**src/rtl/l1i_tag_controller.sv**
```systemverilog
`timescale 1ns/1ps
// l1i_tag_controller
// Sequences the L1 instruction-cache tag-query stage. Owns the single-port tag
// memory command inputs (lookup read / fill write, never both in one cycle),
// classifies each returned tag as hit or miss, and on a miss runs the
// line-request -> tag-fill -> replay sequence.
//
// Ports
//   clock_i, reset_i (async, active low), flushPipeline_i
//   fetch side : fetchReq_i, fetch{Tag,Index,Offset}_i -> fetchReady_o
//   tag query  : tqFetchEnable_o, tq{Tag,Index,Offset}_o (lookup),
//                tqUpdateEnable_o, tqNew{Tag,Index}_o (fill),
//                tqEnable_i, tq{Tag,Index,Offset}_i, tqQueriedTag_i (result)
//   result     : hit_o, miss_o pulses with resIndex_o / resOffset_o
//   memory     : memReq_o / memAddr_o, memAck_i, memDone_i
module l1i_tag_controller #(
    parameter int offsetSize = 5,
    parameter int indexSize  = 8,
    parameter int tagSize    = 64 - (offsetSize + indexSize)
) (
    input  logic                  clock_i,
    input  logic                  reset_i,
    input  logic                  flushPipeline_i,
    input  logic                  fetchReq_i,
    input  logic [tagSize-1:0]    fetchTag_i,
    input  logic [indexSize-1:0]  fetchIndex_i,
    input  logic [offsetSize-1:0] fetchOffset_i,
    output logic                  fetchReady_o,
    output logic                  tqFetchEnable_o,
    output logic                  tqUpdateEnable_o,
    output logic [tagSize-1:0]    tqTag_o,
    output logic [indexSize-1:0]  tqIndex_o,
    output logic [offsetSize-1:0] tqOffset_o,
    output logic [tagSize-1:0]    tqNewTag_o,
    output logic [indexSize-1:0]  tqNewIndex_o,
    input  logic                  tqEnable_i,
    input  logic [tagSize-1:0]    tqTag_i,
    input  logic [indexSize-1:0]  tqIndex_i,
    input  logic [offsetSize-1:0] tqOffset_i,
    input  logic [tagSize:0]      tqQueriedTag_i,
    output logic                  hit_o,
    output logic                  miss_o,
    output logic [indexSize-1:0]  resIndex_o,
    output logic [offsetSize-1:0] resOffset_o,
    output logic                  memReq_o,
    output logic [63:0]           memAddr_o,
    input  logic                  memAck_i,
    input  logic                  memDone_i
);

    typedef enum logic [2:0] {
        S_LOOKUP, S_MISS_REQ, S_MISS_WAIT, S_FILL, S_REPLAY_ISSUE, S_REPLAY_WAIT
    } state_t;

    state_t                r_state, w_next;
    logic                  r_live;        // 0 until the first edge after reset release
    logic [1:0]            r_inflight;
    logic                  r_skipReplay;  // flush seen after the request was acked
    logic                  r_memReq;
    logic                  r_tqEn;
    logic [tagSize-1:0]    r_tqTag;
    logic [indexSize-1:0]  r_tqIndex;
    logic [offsetSize-1:0] r_tqOffset;
    logic [tagSize-1:0]    r_missTag;
    logic [indexSize-1:0]  r_missIndex;
    logic [offsetSize-1:0] r_missOffset;
    logic                  r_hit, r_miss;
    logic [indexSize-1:0]  r_resIndex;
    logic [offsetSize-1:0] r_resOffset;

    logic w_tagMatch, w_resOk, w_hitPulse, w_missPulse;
    logic w_accept, w_replayIssue, w_fill;

    // Results are only meaningful in LOOKUP and REPLAY_WAIT; elsewhere they
    // belong to squashed fetches. A flush discards the result in flight.
    assign w_tagMatch    = tqQueriedTag_i[0] && (tqQueriedTag_i[tagSize:1] == tqTag_i);
    assign w_resOk       = tqEnable_i && !flushPipeline_i &&
                           (r_state == S_LOOKUP || r_state == S_REPLAY_WAIT);
    assign w_hitPulse    = w_resOk && w_tagMatch;
    assign w_missPulse   = w_resOk && !w_tagMatch;
    assign fetchReady_o  = r_live && (r_state == S_LOOKUP) && !w_missPulse;
    assign w_accept      = fetchReq_i && fetchReady_o;
    assign w_replayIssue = (r_state == S_REPLAY_ISSUE) && !flushPipeline_i && (r_inflight == 2'd0);
    // The fill write waits for outstanding reads so it never races a lookup.
    assign w_fill        = (r_state == S_FILL) && (r_inflight == 2'd0);

    always_comb begin
        w_next = r_state;
        unique case (r_state)
            S_LOOKUP:       if (w_missPulse) w_next = S_MISS_REQ;
            S_MISS_REQ: begin
                if (memAck_i && r_memReq) w_next = S_MISS_WAIT;
                else if (flushPipeline_i) w_next = S_LOOKUP;
            end
            S_MISS_WAIT:    if (memDone_i) w_next = S_FILL;
            S_FILL:         if (w_fill) w_next = (r_skipReplay || flushPipeline_i) ? S_LOOKUP : S_REPLAY_ISSUE;
            S_REPLAY_ISSUE: begin
                if (flushPipeline_i) w_next = S_LOOKUP;
                else if (r_inflight == 2'd0) w_next = S_REPLAY_WAIT;
            end
            S_REPLAY_WAIT: begin
                if (flushPipeline_i) w_next = S_LOOKUP;
                else if (w_hitPulse) w_next = S_LOOKUP;
                else if (w_missPulse) w_next = S_MISS_REQ;
            end
            default:        w_next = S_LOOKUP;
        endcase
    end

    always_ff @(posedge clock_i or negedge reset_i) begin
        if (!reset_i) begin
            r_state      <= S_LOOKUP;
            r_live       <= 1'b0;
            r_inflight   <= 2'd0;
            r_skipReplay <= 1'b0;
            r_memReq     <= 1'b0;
            r_tqEn       <= 1'b0;
            r_tqTag      <= '0;
            r_tqIndex    <= '0;
            r_tqOffset   <= '0;
            r_missTag    <= '0;
            r_missIndex  <= '0;
            r_missOffset <= '0;
            r_hit        <= 1'b0;
            r_miss       <= 1'b0;
            r_resIndex   <= '0;
            r_resOffset  <= '0;
        end else begin
            r_state <= w_next;
            r_live  <= 1'b1;

            // The tag-query stage is flushed alongside us, so its reads vanish.
            if (flushPipeline_i)
                r_inflight <= 2'd0;
            else if (tqFetchEnable_o && !tqEnable_i)
                r_inflight <= r_inflight + 2'd1;
            else if (!tqFetchEnable_o && tqEnable_i)
                r_inflight <= r_inflight - 2'd1;

            if (r_state == S_MISS_REQ || r_state == S_MISS_WAIT || r_state == S_FILL)
                r_skipReplay <= r_skipReplay | flushPipeline_i;
            else
                r_skipReplay <= 1'b0;

            // Request rises the cycle after entering MISS_REQ (after the miss pulse).
            r_memReq <= (r_state == S_MISS_REQ) && (w_next == S_MISS_REQ);

            if (w_accept) begin
                r_tqEn     <= 1'b1;
                r_tqTag    <= fetchTag_i;
                r_tqIndex  <= fetchIndex_i;
                r_tqOffset <= fetchOffset_i;
            end else if (w_replayIssue) begin
                r_tqEn     <= 1'b1;
                r_tqTag    <= r_missTag;
                r_tqIndex  <= r_missIndex;
                r_tqOffset <= r_missOffset;
            end else begin
                r_tqEn     <= 1'b0;
                r_tqTag    <= '0;
                r_tqIndex  <= '0;
                r_tqOffset <= '0;
            end

            if (w_missPulse) begin
                r_missTag    <= tqTag_i;
                r_missIndex  <= tqIndex_i;
                r_missOffset <= tqOffset_i;
            end

            r_hit  <= w_hitPulse;
            r_miss <= w_missPulse;
            if (w_hitPulse || w_missPulse) begin
                r_resIndex  <= tqIndex_i;
                r_resOffset <= tqOffset_i;
            end
        end
    end

    assign tqFetchEnable_o  = r_tqEn;
    assign tqTag_o          = r_tqTag;
    assign tqIndex_o        = r_tqIndex;
    assign tqOffset_o       = r_tqOffset;
    assign tqUpdateEnable_o = w_fill;
    assign tqNewTag_o       = w_fill ? r_missTag : '0;
    assign tqNewIndex_o     = w_fill ? r_missIndex : '0;
    assign hit_o            = r_hit;
    assign miss_o           = r_miss;
    assign resIndex_o       = r_resIndex;
    assign resOffset_o      = r_resOffset;
    assign memReq_o         = r_memReq;
    assign memAddr_o        = r_memReq ? {r_missTag, r_missIndex, {offsetSize{1'b0}}} : 64'd0;

endmodule
```
**config.mk**
```make
export PLATFORM = sky130hd
export DESIGN_NAME = l1i_tag_controller
export DESIGN_NICKNAME = d
export VERILOG_FILES = /design/src/rtl/l1i_tag_controller.sv
export SDC_FILE = /design/constraint.sdc
export NUM_CORES = 1
export LEC_CHECK = 0
export BUFFER_PORTS_ARGS = -buffer_cell sky130_fd_sc_hd__buf_2
export CAP_MARGIN = 20
export CORE_AREA = 2 2 155 157
export DETAILED_ROUTE_END_ITERATION = 8
export DIE_AREA = 0 0 157 159
export PLACE_DENSITY_LB_ADDON = 0.15
export SETUP_SLACK_MARGIN = 0.02
export SLEW_MARGIN = 20
export SYNTH_ARGS = -nofsm -noshare
export SYNTH_HDL_FRONTEND = slang
export SYNTH_SLANG_ARGS = --single-unit
```
**constraint.sdc**
```tcl
create_clock -name clock_i -period 3 [get_ports clock_i]
set_input_delay 0.3 -clock clock_i [delete_from_list [all_inputs] [get_ports clock_i]]
set_output_delay 0.3 -clock clock_i [all_outputs]
set_load 0.005 [all_outputs]
```
==> results.md, run 1 <==
- Final WL: 27,800 um
- Grt total ovfl: 0
- Most used DFF post-synth: dfrtp_1
- CTS H-tree depth: 4
- Mean routed wirelength per cell: 19.1 um
- Final worst path period share: 0.918
- DR WL met3: 2110 um
- Final worst-path setup slack: 246 ps
- Met2 WL: 13,700 um
- First-pass GRT wire length: 41,900 um
- Worst reg2reg path depth: 5
- Maxcap violations: 0
- Critical path class: reg -> out
- Vias in the first global route: 6,888
- Peak supply drop: 0.000345 V
- Max Freq: 363 MHz
- Placed insts: 1,418
- Hold EP: r_missIndex[6]$_DFFE_PN0P_
- Pre-antenna DRT Iters: 4
- Post-route insts no fill: 1,455
- Syn Inst Count: 749
- Highest Signal Layer: met4
- CTS tree: built
- Critical Path AT: 2450 ps
- Core outline area: 23,200 sq um
- Port Buffers: 387
- Startpoint types: register
- Die X: 157 um
- DP Wirelength: 20,500 um
- Root Buffer: clkbuf_16
- RSZ-0062 raised after global routing: no
- Leakage power figure: 5.53 nW
- Gr usage total: 0.222
- Die Ht: 159 um
- Clk pin slew, worst setup/hold paths: 70 ps
- Worst-Margin Slew: 696 ps
- Fin. Hold Viols: 0
- Crit path time final: 2750 ps
- Crit-path max FO: 34
- Layout area overhead: 37.4%
- Die Area: 25,000 sq um
- Critical path endpoint category: output port
- Slew Viols, Final: 0
- First-iteration detailed-routing DRC count: 263
- Vias after detailed routing: 6,847
- Number of flops mapped to enable cells by yosys: 0
- Synth warnings: 0
- Initial antenna violation count: 4
- Reg2reg setup slack: 520 ps
- Final ANT Viol Nets: 0
- Setup_tns: 0 ps
- CTS max path bufs: 2
- DRC: 0
- FFs w/ async S/R, synth: 1.00
- Sequential-to-total area share from yosys stat: 0.486
- Placer Congestion: 0.782
- Vias per cell: 4.71
- Clock sinks: 152
- Total CTS buffers: 17
- Number of synthesized register bits: 152
- Cell area after layout: 10,800 sq um
- Hold path cells: 2
- Power Density: 747 nW/um^2
- Row count: 56
- Library cells used by synthesis: 35
- PostCTS Resize Cnt: 0
- Initial Util: 0.337
- Post-Route M1 WL: 11,600 um
- Status: finished clean
- Mapped cell area: 7830 sq um
- Slew HR: 0.536
- Largest net degree at the start of global routing: 75
- Worst-Skew Late Latency: 430 ps
- Syn Area/Cell: 10.4 sq um
- Layout cells sized above 1: 0.457
- Reg2reg end: r_missTag[6]$_DFFE_PN0P_
- Placed cell area: 10,100 sq um
- R2r startpoint: r_state[0]$_DFF_PN0_
- Worst min path class: in -> reg
- Final setup viols: 0
- Hold Startpoint: tqIndex_i[6]
- Setup Skew: 11.5 ps
- Critical Path RT: 2700 ps
- Postcts setup bufs: 0
- Worst slack, placed: 206 ps
- Final nets: 1,306
- Io pins: 393
[metrics by stage]
step,hold slack (ps),util,power (mW)
finish,110,0.464,8.03
global route,94.2,0.464,8.52
CTS,88.9,0.463,8.13
detailed placement,376,0.437,5.88
global placement,378,0.437,5.83
floorplan,4.41,-,4.74
[worst max path at each step]
stage | slack [ps] | to | start
after floorplan | 740 | r_missIndex[0]$_DFFE_PN0P_ | r_state[2]$_DFF_PN0_
after global placement | 160 | fetchReady_o | tqTag_i[46]
after detailed placement | 210 | r_missIndex[5]$_DFFE_PN0P_ | tqTag_i[46]
after CTS | 220 | fetchReady_o | tqTag_i[46]
after global routing | 100 | fetchReady_o | tqTag_i[46]
final | 250 | fetchReady_o | r_state[0]$_DFF_PN0_
[layer usage]
metal / vias to the layer above / global-route usage
li1: 3258 / -
met1: 3303 / 0.270
met2: 259 / 0.379
met3: 27 / 0.0686
met4: 0 / 0.0630
met5: - / 0
[registers in the layout, indices dropped and copies added (netlist names), 2 cells and up]
register / cells
r_inflight: 2
r_missIndex: 8
r_missOffset: 5
r_missTag: 51
r_state: 3
resIndex_o: 8
resOffset_o: 5
tqIndex_o: 8
tqOffset_o: 5
tqTag_o: 51
[layout by cell type, fill, tap and decap left out, drive strengths merged, types with 6 or more instances in the layout]
cell    instances
xor2           16
nand3          70
dfrtp         152
nand2          78
nor2           13
nand2b          8
nand4          11
clkbuf         20
nor4            9
inv            10
mux2           77
xnor2          33
o21ai          66
buf           402
and2          118
conb            6
[where the power goes]
part           switching, mW  leakage, nW  internal [mW]  total, mW
logic                   1.03         3.31           1.41       2.44
registers              0.657         1.93           2.71       3.37
clock network          0.918        0.294           1.30       2.22
[what timing repair did]
item | in CTS | in global routing
hold buffers | 1 | 0
hold endpoints to repair | 66 | 0
endpoints found under the setup margin | 0 | 0
[cell families after synthesis]
group	share of synthesized area
xor+xnor	0.0548
buf+inv	0.0397
mux	0.141
compound gates	0.0532
simple gates	0.224
flops	0.486
other cells	0.000960
[final cells by class]
type | count | area (sq um)
Multi-Input combinational cell | 539 | 3750
Clock buffer | 20 | 467
Antenna cell | 4 | 10.0
Sequential cell | 152 | 3800
Tap cell | 319 | 399
Inverter | 6 | 22.5
Timing Repair Buffer | 403 | 2170
Clock inverter | 12 | 138
Fill cell | 2256 | 12400
[worst max-delay path: stages, from the launching register on]
cell,delay [ps]
dfrtp_1,480
nor2b_1,190
or4_1,600
a31oi_4,290
buf_12,260
nor2b_1,70
buf_2,130
[synth_stat cells (2+ instances only)]
master / number / area [sq um]
buf_4: 6 / 45.0
o221ai_1: 2 / 17.5
nand2_1: 78 / 293
nor3_1: 4 / 20.0
clkbuf_1: 41 / 154
mux2_4: 63 / 946
o21ai_0: 66 / 330
buf_6: 7 / 78.8
nand2b_1: 8 / 50.1
and3_1: 4 / 25.0
mux2_2: 14 / 158
nor2_1: 13 / 48.8
nand4b_1: 3 / 26.3
xnor2_1: 33 / 289
inv_1: 6 / 22.5
a21oi_1: 3 / 15.0
nor4_1: 9 / 56.3
buf_2: 2 / 10.0
and2_1: 118 / 738
dfrtp_1: 152 / 3800
nand4_1: 11 / 68.8
conb_1: 2 / 7.51
nand3b_1: 2 / 15.0
or4_1: 4 / 30.0
xor2_1: 16 / 140
nand3_1: 70 / 350
nor2b_1: 4 / 25.0
(Power assumes the default switching activity.)
==> run 2: changes to the inputs <==
CORE_AREA = default   (was 2 2 155 157)
CORE_ASPECT_RATIO = 1.75   (was default)
CORE_MARGIN = 2   (was default)
CORE_UTILIZATION = 30   (was default)
DIE_AREA = default   (was 0 0 157 159)
==> run 2 against run 1 <==
Sequential share of layout area is 0.11 points lower; non-clock buffer count is 4 higher; critical endpoint unchanged; final cell count is 0.34% higher; total power is 1.6% higher; design area is 0.33% higher.
==> results.md, run 2 (same netlist as run 1, synthesis figures left out) <==
- Status: finished clean (unchanged)
- Io pins: 393 (unchanged)
- Met2 WL: 16,200 um (was 13,700 um)
- Combinational power share: 0.310 (was 0.304)
- DR WL met3: 1710 um (was 2110 um)
- Worst-Skew Late Latency: 440 ps (was 430 ps)
- Pint: 5.49 mW (was 5.43 mW)
- Total CTS buffers: 17 (unchanged)
- CP top delay family: simple AND/OR/NAND/NOR gates (unchanged)
- Placer Congestion: 0.828 (was 0.782)
- Critical path endpoint category: output port (unchanged)
- Die X: 126 um (was 157 um)
- Die Ht: 218 um (was 159 um)
- Setup Skew: 10.8 ps (was 11.5 ps)
- PostCTS Resize Cnt: 0 (unchanged)
- Critical path class: in -> out (was reg -> out)
- Core outline area: 25,800 sq um (was 23,200 sq um)
- Hold Buf Count CTS: 1 (unchanged)
- Postcts setup bufs: 0 (unchanged)
- Hold_ws: 109 ps (was 110 ps)
- Power Density: 756 nW/um^2 (was 747 nW/um^2)
- Layout cells sized above 1: 0.457 (about the same)
- Initial antenna violation count: 7 (was 4)
- Leakage power figure: 5.55 nW (was 5.53 nW)
- Die Area: 27,400 sq um (was 25,000 sq um)
- Maxcap violations: 0 (unchanged)
- Post-Route M1 WL: 11,500 um (was 11,600 um)
- Pre-antenna DRT Iters: 4 (unchanged)
- Root Buffer: clkbuf_16 (unchanged)
- P_sw: 2.66 mW (was 2.61 mW)
- Vias per cell: 4.77 (was 4.71)
- CTS max path bufs: 2 (unchanged)
- Fin. Hold Viols: 0 (unchanged)
- Vias in the first global route: 6,810 (was 6,888)
- Critical Path RT: 2700 ps (about the same)
- Slew HR: 0.516 (was 0.536)
- Initial Util: 0.304 (was 0.337)
- CTS tree: built (unchanged)
- Cell area after layout: 10,800 sq um (about the same)
- Mean routed wirelength per cell: 20.6 um (was 19.1 um)
- Bufs and invs on worst path: 5 (was 2)
- Post-route insts no fill: 1,460 (was 1,455)
- Slew Viols, Final: 0 (unchanged)
- RSZ-0062 raised after global routing: no (unchanged)
- Crit path cell chain: buf_2, xnor2_1, buf_4, nand4_1, or4_1, nor4_1, buf_4, a31oi_4, buf_12, nor2b_1, buf_2 (was nor2b_1, or4_1, a31oi_4, buf_12, nor2b_1, buf_2)
- Slowest cell on crit path: or4_1 (unchanged)
- Placed cell area: 10,200 sq um (was 10,100 sq um)
- Final worst path period share: 0.940 (was 0.918)
- Worst min path class: in -> reg (unchanged)
- Crit-path max FO: 22 (was 34)
- Placed insts: 1,423 (was 1,418)
- Crit path time final: 2820 ps (was 2750 ps)
- Setup_tns: 0 ps (unchanged)
- CTS H-tree depth: 4 (unchanged)
- Max incr delay on CP: 430 ps (was 600 ps)
- Largest net degree at the start of global routing: 87 (was 75)
- DP Wirelength: 23,400 um (was 20,500 um)
- Startpoint types: input port (was register)
- Port Buffers: 387 (unchanged)
- Grt total ovfl: 0 (unchanged)
- Row count: 78 (was 56)
- Peak supply drop: 0.000387 V (was 0.000345 V)
- Worst-Margin Slew: 726 ps (was 696 ps)
- Max Freq: 354 MHz (was 363 MHz)
- Commonest non-fill, non-tap cell in the layout: buf_2 (unchanged)
- Gr usage total: 0.215 (was 0.222)
- Final nets: 1,310 (was 1,306)
- First-pass GRT wire length: 43,600 um (was 41,900 um)
- Clk pin slew, worst setup/hold paths: 60 ps (was 70 ps)
- Final WL: 30,100 um (was 27,800 um)
- Power, Total: 8.16 mW (was 8.03 mW)
- Clock share of power: 0.274 (was 0.277)
- Highest Signal Layer: met5 (was met4)
- Reg power frac: 0.417 (was 0.420)
- Clock sinks: 152 (unchanged)
- Most frequent cells in the layout: 386 x buf_2, 151 x dfrtp_1, 118 x and2_1 (unchanged)
- Final ANT Viol Nets: 0 (unchanged)
- First-iteration detailed-routing DRC count: 234 (was 263)
- Critical Path AT: 2520 ps (was 2450 ps)
- Vias after detailed routing: 6,966 (was 6,847)
- Switching fraction of total power: 0.327 (was 0.324)
- Final setup viols: 0 (unchanged)
- DRC: 0 (unchanged)
- Layout area overhead: 37.9% (was 37.4%)
## run 2: routing by layer
layer,up-vias,GRT usage
li1,3270,-
met1,3388,0.244
met2,274,0.390
met3,32,0.0520
met4,2,0.0784
met5,-,0
## run 2: area by class of cell
class	instances	area [sq um]
Clock buffer	20	457
Timing Repair Buffer	407	2200
Fill cell	2626	15000
Multi-Input combinational cell	539	3750
Sequential cell	152	3800
Tap cell	320	400
Inverter	6	22.5
Antenna cell	5	12.5
Clock inverter	11	149
## run 2: power groups by stage
stage	Clock [mW]	Combinational, mW	Sequential [mW]
6_report	2.23	2.52	3.40
5_1_grt	2.37	2.74	3.51
4_1_cts	2.30	2.57	3.40
3_5_place_dp	0	2.56	3.43
3_3_place_gp	0	2.53	3.42
2_1_floorplan	0	1.61	3.13
## run 2: path summary, 6_finish.rpt
check,end,from,depth (start not counted),slack (ps)
setup / recovery,fetchReady_o,tqTag_i[14],11,180
hold / removal,r_missOffset[3]$_DFFE_PN0P_,tqOffset_i[3],2,110
setup reg to reg,r_missTag[12]$_DFFE_PN0P_,r_state[0]$_DFF_PN0_,5,510
hold reg to reg,tqOffset_o[3]$_DFF_PN0_,r_missOffset[3]$_DFFE_PN0P_,2,490
max in group asynchronous,tqTag_o[20]$_DFF_PN0_,reset_i,3,1740
min in group asynchronous,r_missTag[45]$_DFFE_PN0P_,reset_i,2,440
## run 2: worst reg2reg max path, delay by kind of cell, from the launching register on
kind | cells | cell delay [ps]
compound gates | 1 | 270
buf+inv | 1 | 430
flops | 1 | 480
mux | 1 | 410
simple gates | 2 | 790
## run 2: per-stage QoR
stage,setup WS (ps),utilization
after floorplan,744,-
after global placement,54.5,0.394
after detailed placement,125,0.394
after CTS,126,0.418
after global routing,60.4,0.419
final,179,0.419
